`src/rtl/mod_counter_pkg.sv`:
```
// Shared definitions for the configurable up/down counter and its prescaler.
// Mode encoding and the prescaler width helper live here so both files agree.
package mod_counter_pkg;

    typedef logic [1:0] mode_t;

    localparam mode_t MODE_WRAP    = 2'd0;
    localparam mode_t MODE_SAT     = 2'd1;
    localparam mode_t MODE_ONESHOT = 2'd2;
    localparam mode_t MODE_RSVD    = 2'd3;

    // Minimum of one bit so the prescaler register is always legal to declare.
    function automatic int unsigned clog2(input int unsigned n);
        int unsigned w;
        w = 1;
        while ((64'd1 << w) < 64'(n)) begin
            w = w + 1;
        end
        return w;
    endfunction

endpackage

```
`src/rtl/counter_prescaler.sv`:
```
// Clock-enable divider: emits one tick every PRESCALE enabled cycles.
// With PRESCALE = 1 it degenerates to tick = enable and holds no state.
module counter_prescaler
    import mod_counter_pkg::*;
#(
    parameter int unsigned PRESCALE = 1
) (
    input  logic clk,
    input  logic reset,
    input  logic clear,
    input  logic enable,
    output logic tick
);

    if (PRESCALE <= 1) begin : g_bypass
        logic unused_ports;
        assign unused_ports = ^{clk, reset, clear};
        assign tick = enable;
    end else begin : g_count
        localparam int unsigned PW = clog2(PRESCALE);
        localparam logic [PW-1:0] LastPre = PW'(PRESCALE - 1);
        localparam logic [PW-1:0] OnePre  = PW'(1);

        logic [PW-1:0] pre_q, pre_d;
        logic          at_last;

        assign at_last = (pre_q == LastPre);
        assign tick    = enable && at_last;

        // clear covers both counter clear and parallel load.
        always_comb begin
            pre_d = pre_q;
            if (clear) begin
                pre_d = '0;
            end else if (enable) begin
                pre_d = at_last ? '0 : pre_q + OnePre;
            end
        end

        always_ff @(posedge clk) begin
            if (reset) begin
                pre_q <= '0;
            end else begin
                pre_q <= pre_d;
            end
        end
    end

endmodule

```
`src/rtl/mod_counter.sv`:
```
// Parametrised up/down counter with programmable limit, parallel load, wrap /
// saturate / one-shot terminal modes and an optional clock-enable prescaler.
module mod_counter
    import mod_counter_pkg::*;
#(
    parameter int unsigned WIDTH       = 4,
    parameter int unsigned PRESCALE    = 1,
    parameter int unsigned RESET_VALUE = 0
) (
    input  logic             clk,
    input  logic             reset,
    input  logic             io_clear,
    input  logic             io_enable,
    input  logic             io_up,
    input  logic             io_load,
    input  logic [WIDTH-1:0] io_loadValue,
    input  logic [WIDTH-1:0] io_limit,
    input  logic [1:0]       io_mode,
    output logic [WIDTH-1:0] io_value,
    output logic             io_full,
    output logic             io_empty,
    output logic             io_wrap,
    output logic             io_done
);

    localparam logic [WIDTH-1:0] ResetVal = WIDTH'(RESET_VALUE);
    localparam logic [WIDTH-1:0] One      = WIDTH'(1);

    logic [WIDTH-1:0] value_q, value_d;
    logic             wrap_q, wrap_d;
    logic             done_q, done_d;
    logic             tick;
    logic             step;
    logic             terminal;
    mode_t            mode;

    assign mode = mode_t'(io_mode);

    counter_prescaler #(
        .PRESCALE (PRESCALE)
    ) u_prescaler (
        .clk    (clk),
        .reset  (reset),
        .clear  (io_clear | io_load),
        .enable (io_enable),
        .tick   (tick)
    );

    assign step = tick && !done_q;

    // >= rather than == so a lowered limit or an over-limit load still terminates.
    assign terminal = io_up ? (value_q >= io_limit) : (value_q == '0);

    always_comb begin
        value_d = value_q;
        wrap_d  = 1'b0;
        done_d  = done_q;
        if (io_clear) begin
            value_d = ResetVal;
            done_d  = 1'b0;
        end else if (io_load) begin
            value_d = io_loadValue;
            done_d  = 1'b0;
        end else if (step) begin
            if (!terminal) begin
                value_d = io_up ? value_q + One : value_q - One;
            end else begin
                case (mode)
                    MODE_SAT: begin
                        value_d = value_q;
                    end
                    MODE_ONESHOT: begin
                        done_d = 1'b1;
                        wrap_d = 1'b1;
                    end
                    default: begin
                        value_d = io_up ? '0 : io_limit;
                        wrap_d  = 1'b1;
                    end
                endcase
            end
        end
    end

    always_ff @(posedge clk) begin
        if (reset) begin
            value_q <= ResetVal;
            wrap_q  <= 1'b0;
            done_q  <= 1'b0;
        end else begin
            value_q <= value_d;
            wrap_q  <= wrap_d;
            done_q  <= done_d;
        end
    end

    assign io_value = value_q;
    assign io_full  = (value_q >= io_limit);
    assign io_empty = (value_q == '0);
    assign io_wrap  = wrap_q;
    assign io_done  = done_q;

endmodule

```
`config.mk`:
```
export PLATFORM = sky130hd
export DESIGN_NAME = mod_counter
export DESIGN_NICKNAME = d
export VERILOG_FILES = /design/src/rtl/mod_counter_pkg.sv /design/src/rtl/counter_prescaler.sv /design/src/rtl/mod_counter.sv
export SDC_FILE = /design/constraint.sdc
export NUM_CORES = 1
export LEC_CHECK = 0
export BUFFER_PORTS_ARGS = -buffer_cell sky130_fd_sc_hd__buf_2
export CORE_MARGIN = 4
export CORE_UTILIZATION = 46
export CTS_BUF_LIST = sky130_fd_sc_hd__clkbuf_16
export DETAILED_ROUTE_END_ITERATION = 8
export MAX_ROUTING_LAYER = met4
export PLACE_DENSITY = 0.86
export SLEW_MARGIN = 25
export SYNTH_ARGS = -nofsm -noshare
export SYNTH_HDL_FRONTEND = slang
export SYNTH_SLANG_ARGS = --single-unit
```
`constraint.sdc`:
```
create_clock -name clk -period 2.1 [get_ports clk]
set_input_delay 0.21 -clock clk [delete_from_list [all_inputs] [get_ports clk]]
set_output_delay 0.21 -clock clk [all_outputs]
set_load 0.01 [all_outputs]
```
# After elaboration in Yosys (flattened, before gate mapping)
# Index checks and enable logic that the tools add are counted.
# Widths: inputs -> output; s select.
# word_totals
in_bits	16
output_inout_bits	8
elab_cells	29
ff_bits	6
# op_classes
eq_ne	3
mux	8
bitwise	2
addsub	2
n_reduce_logical	10
magnitude_cmp	1
# ops
cell	count
$mux 4	6
$reduce_or 5->1	1
$add 4x1->4 const B	1
$ge 4x4->1	1
$logic_not 4->1	1
$reduce_or 2->1	2
$sub 4x1->4 const B	1
$ne 3x3->1 const B	1
$reduce_and 3->1	1
$reduce_or 3->1	1
$eq 2x1->1 const B	1
$eq 2x2->1 const B	1
$mux 1	2
$not 1->1	2
$reduce_and 2->1	1
$reduce_bool 2->1	1
$logic_and 1x1->1	1
$logic_not 1->1	1

# Logic depth before layout (Yosys ltp)
# Gate-level depths: netlist of run 1.
# depth
word_depth	6
ltp_mapped	7
ltp_nobuf	7

# By module
# From an unflattened synthesis of run 1, not the netlist that was laid out.
# unflattened
hier_cells	83
area_unflattened_um2	686.9
# modules_own_cells
module	seq_area_each_um2	cells_per_inst	n_inst	area_each_um2
mod_counter	120.1	82	1	679.4
counter_prescaler	0.0	1	1	7.5

# Worst setup path after synthesis of run 1
# No wires, ideal clock.
# synth_path
kind	flip-flop to flip-flop
from	register value_q[0] (netlist: io_value[0])
to	register value_q[0] (netlist: io_value[0])
setup_ns	0.101
path_slack_ns	0.207
path_buffers	0
arrival_time_ns	1.792
stages_incl_launch_ff	8
required_time_ns	1.999
synth_period_minus_slack_ns	1.893
cell_sequence	dfxtp_1 -> inv_1 -> ha_1 -> nor3b_1 -> o211ai_1 -> o21ai_0 -> a221oi_1 -> o41ai_1
# synth_between
elab_chain_len	5
elab_cells_between_ends	11
cone_classes	2 x add/sub; 1 x order compare; 1 x eq/ne; 5 x mux; 2 x reduce/logical
# synth_lines
item	line_no	text
start: declaration	mod_counter.sv:29	logic [WIDTH-1:0] value_q, value_d;
start signal: assignment	mod_counter.sv:87	value_q <= ResetVal;
start signal: assignment	mod_counter.sv:91	value_q <= value_d;
$sub 4x1->4 (tied with other cells)	mod_counter.sv:66	value_d = io_up ? value_q + One : value_q - One;
$mux 4 / $mux 1 (equally long branches)	mod_counter.sv:66, mod_counter.sv:52	
$mux 4	mod_counter.sv:65	if (!terminal) begin
$mux 4	mod_counter.sv:64	end else if (step) begin
$mux 4	mod_counter.sv:61	end else if (io_load) begin
# Several ways; a longest one is shown, not always the timed one. The select of a mux whose other input is x is not followed.
# A chain may end at the register's enable or synchronous reset.

# Final worst setup path of run 1
# layout_path
from	register value_q[0] (netlist: io_value[0])
to	register value_q[2] (netlist: io_value[2])
# The elaborated chain is that of the path after synthesis.

==> results of run 1 <==
## kinds of logic after synthesis
kind of cell,share of synthesized area
multiplexers,0.0333
flip-flops,0.200
adder cells (fa/ha/maj),0.200
AND/OR/NAND/NOR,0.229
XOR/XNOR,0.0292
AO/OA/AOI/OAI,0.252
buffers and inverters,0.0563
## critical path: stages (launching register included)
cell       delay [ns]
dfxtp_1          0.32
inv_1            0.06
ha_1             0.27
nor3b_1          0.25
o211ai_1         0.19
o2bb2ai_1        0.30
o41ai_1          0.42
## path summary, 6_finish.rpt
| check | from | endpoint | slack [ns] | cells past startpoint |
|---|---|---|---|---|
| min reg2reg | io_done | io_done | 0.49 | 1 |
| max | io_value[0] | io_value[2] | 0.17 | 6 |
| max reg2reg | io_value[0] | io_value[2] | 0.17 | 6 |
| min | io_loadValue[0] | io_value[0] | 0.29 | 3 |
## cell type report
type / count / area, um^2 / area share
multi-input cells: 55 / 447 / 0.547
repair buffers: 25 / 130 / 0.159
flip-flops and latches: 6 / 121 / 0.149
clock buffers: 3 / 75.1 / 0.0919
inverters: 7 / 26.3 / 0.0322
well taps: 14 / 17.5 / 0.0214
## routing by layer
layer / track usage / vias to the layer above
met1: 0.208 / 296
li1: - / 312
met5: - / -
met4: 0.120 / 0
met2: 0.326 / 28
met3: 0.0447 / 4
## power groups by stage
stage	clock [mW]	sequential (mW)	combinational [mW]
detailed placement	0	0.128	0.152
global placement	0	0.128	0.146
global route	0.322	0.128	0.170
floorplan	0	0.134	0.0932
CTS	0.315	0.127	0.152
finish	0.313	0.127	0.152
## stage by stage
stage	instance area [um^2]	hold slack [ns]	std cells	total power [mW]
after floorplan	601	0.408	69	0.227
after global placement	741	0.475	107	0.274
after detailed placement	741	0.486	107	0.281
after CTS	816	0.292	110	0.594
after global routing	817	0.341	110	0.619
final	817	0.287	110	0.593
## layout by cell type, fill, tap and decap left out, types with 2 or more instances in the layout
cell type,count
nor2_1,6
o211ai_1,2
dfxtp_1,5
nand2_1,3
clkbuf_16,3
nand3_1,4
inv_1,7
o21ai_0,2
mux2i_1,2
ha_1,8
a21oi_1,3
buf_2,23
buf_4,2
o41ai_1,3
o21a_1,2
a221oi_1,2
nor2b_1,4
## state kept, by name, summed over array words and instances, names as in the netlist
| name | count |
|---|---|
| io_wrap | 1 |
| io_value | 4 |
| io_done | 1 |
## what timing repair did
action | in CTS | in global routing
gates resized for setup | 0 | 1
endpoints found under the setup margin | 0 | 3
endpoints found under the hold margin | 0 | 0
==> impl_metrics.toml, run 1 <==
[route]
routedWlPerCell_um = 14.8
drtIter0Drc = 11
vias_per_cell = 5.82
dr.max_layer_used = "met4"
totalWireLength_mm = 1.62
dr.pass1.iters = 4
ant_nets = 0
wl_met1_um = 703
drcViolationCount = 0
vias = 640
wl_met2_um = 780
wl_met3_um = 109

[placed_design]
gp_congestion = 0.836
place_ws_ns = 0.110
port_buffers = 23
dp_hpwl_mm = 1.33

[floorplan]
boundaryPins = 24
fp.dieH_um = 44.1
coreArea_mm2 = 0.00117
dieArea_mm2 = 0.00195
initial_core_util = 0.513
rows = 12
die_x_um = 44.1

[logic_synthesis]
synthCells = 69
ys_top_cells_by_area = "dfxtp_1, ha_1, inv_1, o41ai_1, nor2b_1"
synth_cell_type_count = 29
yosysMostFrequentCell = "ha_1"
synth_nets = 94
syn-cell-area_um2 = 601
yosys.area.top_type = "dfxtp_1"
ys_seq_area_frac = 0.200
netlist_top_cells_count = "ha_1, inv_1, dfxtp_1, nor2_1"
synth-edff-count = 0
avgSynthCellArea_um2 = 8.70
synth_flop_cell = "dfxtp_1"
async_flop_share = 0
ys_seq_elements = 6
yosys_warnings = 0
synth_top_area_frac = 0.200

[clock_network]
h-tree-depth = 1
cts_tree = "built"
cts-buffers-inserted = 3
insertion_delay_ns = 0.23
clkTransAtPathRegs_ns = 0.04
cts_buffer_depth = 2
cts-root-buf = "clkbuf_16"
hold_buffers = 0
cts_setup_buffers = 0
cts_sinks = 6

[power_and_ir_drop]
p_int_mw = 0.434
peakVddDrop_v = 0.000917
power_leakage_nw = 0.418
seq_power_share = 0.215
p_sw_frac = 0.267
p_comb_frac = 0.257
switching_power_mw = 0.158
p_per_area_mw_per_mm2 = 725
p_clk_frac = 0.528

[worst_setup_path]
cp-start-kind = "register"
worstPathArrival_ns = 2.05
critPathMaxFanout = 8
crit_required_ns = 2.21
path_class = "reg2reg"
worst_setup_path_end_kind = "register"

[timing]
min_period_ns = 1.93
setup_ws_ns = 0.167
hold_viol = 0
skew_ns = 0.000556
slew_viol_final = 0
slew_headroom = 0.588
rsz0062_at_grt = "no"
fmax_mhz = 517
fin_crit_sh = 0.920
worstMarginPinSlew_ns = 0.618
fin_tns_setup_ns = 0
setup_viol = 0

[global_routing]
grt_max_degree = 12
antenna_found_initial = 0
gr-usage-all-layers = 0.196
grt_pass1_vias = 690
grt_pass1_wl_mm = 2.77
gr-total-overflow = 0

[hold_path]
min_path_type = "in2reg"

[finish]
nFillCells = 101
final_core_util = 0.698
antenna_cells = 0
drive_gt1_frac = 0.354
syn_to_final_growth_pct = 36.0
fin_nets = 123

[outcome]
status = "completed"

[job]
drv_cap = 0
(Power assumes the default switching activity.)
==> run 2, diff against run 1 <==
- CORE_UTILIZATION: 46 -> 48
- PLACE_DENSITY: 0.86 -> 0.87
- SYNTH_HIERARCHICAL: default -> 1
==> run 2 against run 1 <==
Effect of this change: total power rose by 4.2%; clock power is 2% lower; wire length increased by 14%; global-route usage rose by 0.26 points; largest cell class unchanged; highest routed layer unchanged; synthesized cell count grew 19%; critical path type unchanged; register-to-register slack got worse by 0.11 ns; largest power group unchanged.
==> impl_metrics.toml, run 2 <==
[outcome]
status = "completed"

[timing]
fmax_mhz = 489
hold_viol = 0
slew_headroom = 0.638
slew_viol_final = 0
fin_crit_sh = 0.974
worstMarginPinSlew_ns = 0.540
setup_viol = 0
rsz0062_at_grt = "yes"
skew_ns = 0.000533
min_period_ns = 2.05

[finish]
drive_gt1_frac = 0.393
multi_input_area_um2 = 532
final_cell_mix = "buf_2, nand2_1, inv_1, ha_1, buf_4"
antenna_cells = 0
finalNonFillerCells = 127
syn_to_final_growth_pct = 38.6
largest_register_ffs = 4
final_common_cell = "buf_2"
nFillCells = 97
final_area_um2 = 943
register_area_um2 = 121
fin_nets = 139

[power_and_ir_drop]
seq_power_share = 0.201
switching_power_mw = 0.170
p_comb_frac = 0.301
peakVddDrop_v = 0.000594
power_leakage_nw = 0.463
p_clk_frac = 0.497
power_mw = 0.617
p_int_mw = 0.448
p_per_area_mw_per_mm2 = 655
p_sw_frac = 0.275

[placed_design]
placedInstanceArea_um2 = 835
gp_congestion = 0.866
dp_hpwl_mm = 1.43
placed_cells = 123
port_buffers = 23

[floorplan]
rows = 13
fp.dieH_um = 45.7
dieArea_mm2 = 0.00208
initial_core_util = 0.517
boundaryPins = 24
die_x_um = 45.7
coreArea_mm2 = 0.00132

[route]
routedWlPerCell_um = 14.5
ant_nets = 0
vias_per_cell = 5.94
drcViolationCount = 0
vias = 755
drtIter0Drc = 8
totalWireLength_mm = 1.84
dr.pass1.iters = 4

[global_routing]
gr-usage-all-layers = 0.199
grt_max_degree = 12
grt_pass1_vias = 691
gr-total-overflow = 0
grt_pass1_wl_mm = 2.88
antenna_found_initial = 0

[logic_synthesis]
synthCells = 82
avgSynthCellArea_um2 = 8.30
syn-cell-area_um2 = 681
yosys_warnings = 6
synth_nets = 107

[clock_network]
cts_buffer_depth = 2
cts-root-buf = "clkbuf_16"
hold_buffers = 0
cts-buffers-inserted = 3
cts_sinks = 6
clkTransAtPathRegs_ns = 0.03
cts_tree = "built"
insertion_delay_ns = 0.23
h-tree-depth = 1

[worst_setup_path]
crit_required_ns = 2.22
path_class = "reg2reg"
critPathMaxStageDelay_ns = 0.53
worstPathCellList = "inv_2 -> ha_4 -> nand2b_4 -> a2111o_1 -> a31oi_4 -> o2111ai_2 -> a32o_1"
slowest_stage = "a2111o_1"
worst_setup_path_end_kind = "register"
critPathMaxFanout = 7
cp-start-kind = "register"
worstPathArrival_ns = 2.16
r2r_slack_ns = 0.05

[job]
drv_cap = 0

[hold_path]
min_path_type = "in2reg"
## run 2: layout make-up
class                      count  share of cell area
multi-input combinational     65               0.564
timing repair buffer          29               0.170
sequential                     6               0.129
clock buffer                   3              0.0796
inverter                       9              0.0385
tap                           15              0.0199
## run 2: worst paths after layout
path                            depth (start not counted)            start          end
worst min register to register                          1          io_done      io_done
worst min-delay path                                    3  io_loadValue[0]  io_value[0]
worst max-delay path                                    7      io_value[0]  io_value[3]
worst max register to register                          7      io_value[0]  io_value[3]
## run 2: routing by layer
layer	track usage	routed length (um)	vias to the layer above
met2	0.309	880	35
met5	-	0	-
li1	-	-	380
met3	0.0356	145	4
met4	0.105	35	0
met1	0.240	781	336
## run 2: metrics by stage
| stage | worst slack, ns | hold slack [ns] | TNS [ns] | util |
|---|---|---|---|---|
| 5_1_grt | -0.0194 | 0.201 | -0.0194 | 0.716 |
| 6_report | 0.0547 | 0.182 | 0 | 0.716 |
| 3_5_place_dp | -0.00293 | 0.414 | -0.00293 | 0.633 |
| 3_3_place_gp | 0.0602 | 0.410 | 0 | 0.633 |
| 2_1_floorplan | 0.0647 | 0.319 | 0 | - |
| 4_1_cts | 0.0368 | 0.183 | 0 | 0.690 |
## run 2: what timing repair did
action | 4_1_cts | 5_1_grt
setup buffers | 0 | 1
pin swaps | 1 | 4
gates cloned | 0 | 0
resized for setup | 0 | 4
endpoints found under the hold margin | 0 | 0
setup endpoints to repair | 1 | 1
## run 2: power groups by stage
stage	clock [mW]	combinational [mW]	sequential, mW
2_1_floorplan	0	0.112	0.129
6_report	0.307	0.186	0.124
3_5_place_dp	0	0.173	0.126
5_1_grt	0.317	0.208	0.125
4_1_cts	0.310	0.174	0.124
3_3_place_gp	0	0.168	0.125
## run 2: worst max-delay path: cells and delay by family (launching register included)
kind,cells,cell delay [ns]
buffers and inverters,1,0.08
AND/OR/NAND/NOR,1,0.13
adder cells (fa/ha/maj),1,0.19
flip-flops,1,0.31
AO/OA/AOI/OAI,4,1.21
==> run 3, diff against run 2 <==
- SETUP_SLACK_MARGIN: default -> 0.4
==> run 3 against run 2 <==
Effect of this change: critical endpoint unchanged; critical path type unchanged; clock power up 4%; final cell count increased by 3.1%; final area increased by 6.9%.
==> impl_metrics.toml, run 3 (synthesis gave the netlist of run 2 again) <==
[outcome]
status = "completed"

[finish]
final_cell_mix = "buf_2, nand2_1, buf_4"
fin_nets = 142
antenna_cells = 0
drive_gt1_frac = 0.474
final_common_cell = "buf_2"
syn_to_final_growth_pct = 48.2
final_area_mm2 = 0.00101
nFillCells = 94
largest_register_ffs = 4

[global_routing]
gr-total-overflow = 0
antenna_found_initial = 0
grt_pass1_wl_mm = 3.42
gr-usage-all-layers = 0.243
grt_max_degree = 12
grt_pass1_vias = 792

[route]
routedWlPerCell_um = 16.4
dr.pass1.iters = 4
drcViolationCount = 0
drtIter0Drc = 25
totalWireLength_mm = 2.14
vias_per_cell = 6.11
vias = 801
ant_nets = 0

[timing]
setup_viol = 0
hold_viol = 0
whs_ns = 0.189
worstMarginPinSlew_ns = 0.610
slew_viol_final = 0
min_period_ns = 1.99
slew_headroom = 0.590
fin_tns_setup_ns = 0
skew_ns = 0.00775
fmax_mhz = 503
fin_crit_sh = 0.947
rsz0062_at_grt = "yes"

[clock_network]
insertion_delay_ns = 0.24
cts_buffer_depth = 2
hold_buffers = 0
h-tree-depth = 1
cts_sinks = 6
cts-root-buf = "clkbuf_16"
cts_tree = "built"
cts-buffers-inserted = 3
clkTransAtPathRegs_ns = 0.04

[worst_setup_path]
critPathMaxStageDelay_ns = 0.48
reg2reg_from = "io_value[0]"
crit_required_ns = 2.22
slowest_stage = "a2111o_1"
worstPathCellList = "inv_4 -> ha_4 -> nand2b_4 -> a2111o_1 -> a31oi_4 -> o2111ai_2 -> a32o_1"
path_class = "reg2reg"
worstSetupStartpoint = "io_value[0]"
cp-start-kind = "register"
rr_worst_depth = 7
critPathMaxFanout = 6
worst_setup_path_end_kind = "register"
worstPathArrival_ns = 2.11

[floorplan]
coreArea_mm2 = 0.00132
rows = 13
boundaryPins = 24
initial_core_util = 0.517
die_x_um = 45.7
dieArea_mm2 = 0.00208
fp.dieH_um = 45.7

[hold_path]
min_path_type = "in2reg"
min_path_cells = 3
hold_start = "io_loadValue[0]"

[job]
drv_cap = 0

[power_and_ir_drop]
p_per_area_mw_per_mm2 = 654
peakVddDrop_v = 0.000566
power_leakage_nw = 0.482

[placed_design]
gp_congestion = 0.821
port_buffers = 23
dp_hpwl_mm = 1.42
placedInstanceArea_um2 = 822
run 3: changes by cell type in the layout (fill, tap and decap cells not counted), moves of 2 or more:
| cell | before | now |
|---|---|---|
| buf_4 | 6 | 8 |
| nor2_2 | 0 | 2 |
| dfxtp_1 | 5 | 3 |
| dfxtp_4 | 0 | 2 |
| nor2_1 | 3 | 1 |
run 3: worst max-delay path, delay by kind of cell (launching register included):
family	cells	cell delay (ns)
AO/OA/AOI/OAI	4	1.15
adder cells (fa/ha/maj)	1	0.18
buffers and inverters	1	0.06
flip-flops	1	0.34
AND/OR/NAND/NOR	1	0.13
run 3: layout make-up:
class	instances	area (um^2)	share of cell area
well taps	15	18.8	0.0186
clock inverters	1	3.75	0.00372
multi-input cells	65	557	0.552
repair buffers	32	186	0.185
flip-flops and latches	6	129	0.128
clock buffers	3	75.1	0.0744
inverters	9	38.8	0.0385
run 3: per-layer routing:
layer  up-vias  wire length (um)  GRT usage
met5         -                 0          -
met4         0                73      0.158
met3         9               161     0.0593
met2        43              1020      0.370
met1       368               887      0.280
li1        381                 -          -
run 3: worst paths after layout:
| kind | slack, ns | to |
|---|---|---|
| max | 0.11 | io_value[3] |
| min | 0.19 | io_value[0] |
| max reg2reg | 0.11 | io_value[3] |
| min reg2reg | 0.54 | io_done |
run 3: metrics by stage:
step | setup WS [ns] | utilization | instances | power [mW]
finish | 0.112 | 0.765 | 131 | 0.660
global route | 0.0624 | 0.765 | 131 | 0.693
CTS | 0.0518 | 0.736 | 129 | 0.639
detailed placement | 0.0179 | 0.624 | 119 | 0.294
global placement | 0.0553 | 0.624 | 119 | 0.289
floorplan | 0.155 | - | 82 | 0.244
run 3: power breakdown:
part           switching (mW)  total (mW)  internal (mW)
logic                   0.113       0.214          0.101
registers             0.00822       0.127          0.119
clock network          0.0717       0.319          0.247
total                   0.193       0.660          0.467
run 3: what timing repair did:
| action | 4_1_cts | 5_1_grt |
|---|---|---|
| pin swaps | 6 | 6 |
| endpoints found under the setup margin | 7 | 7 |
| gates resized for setup | 4 | 6 |
| setup buffers | 6 | 2 |
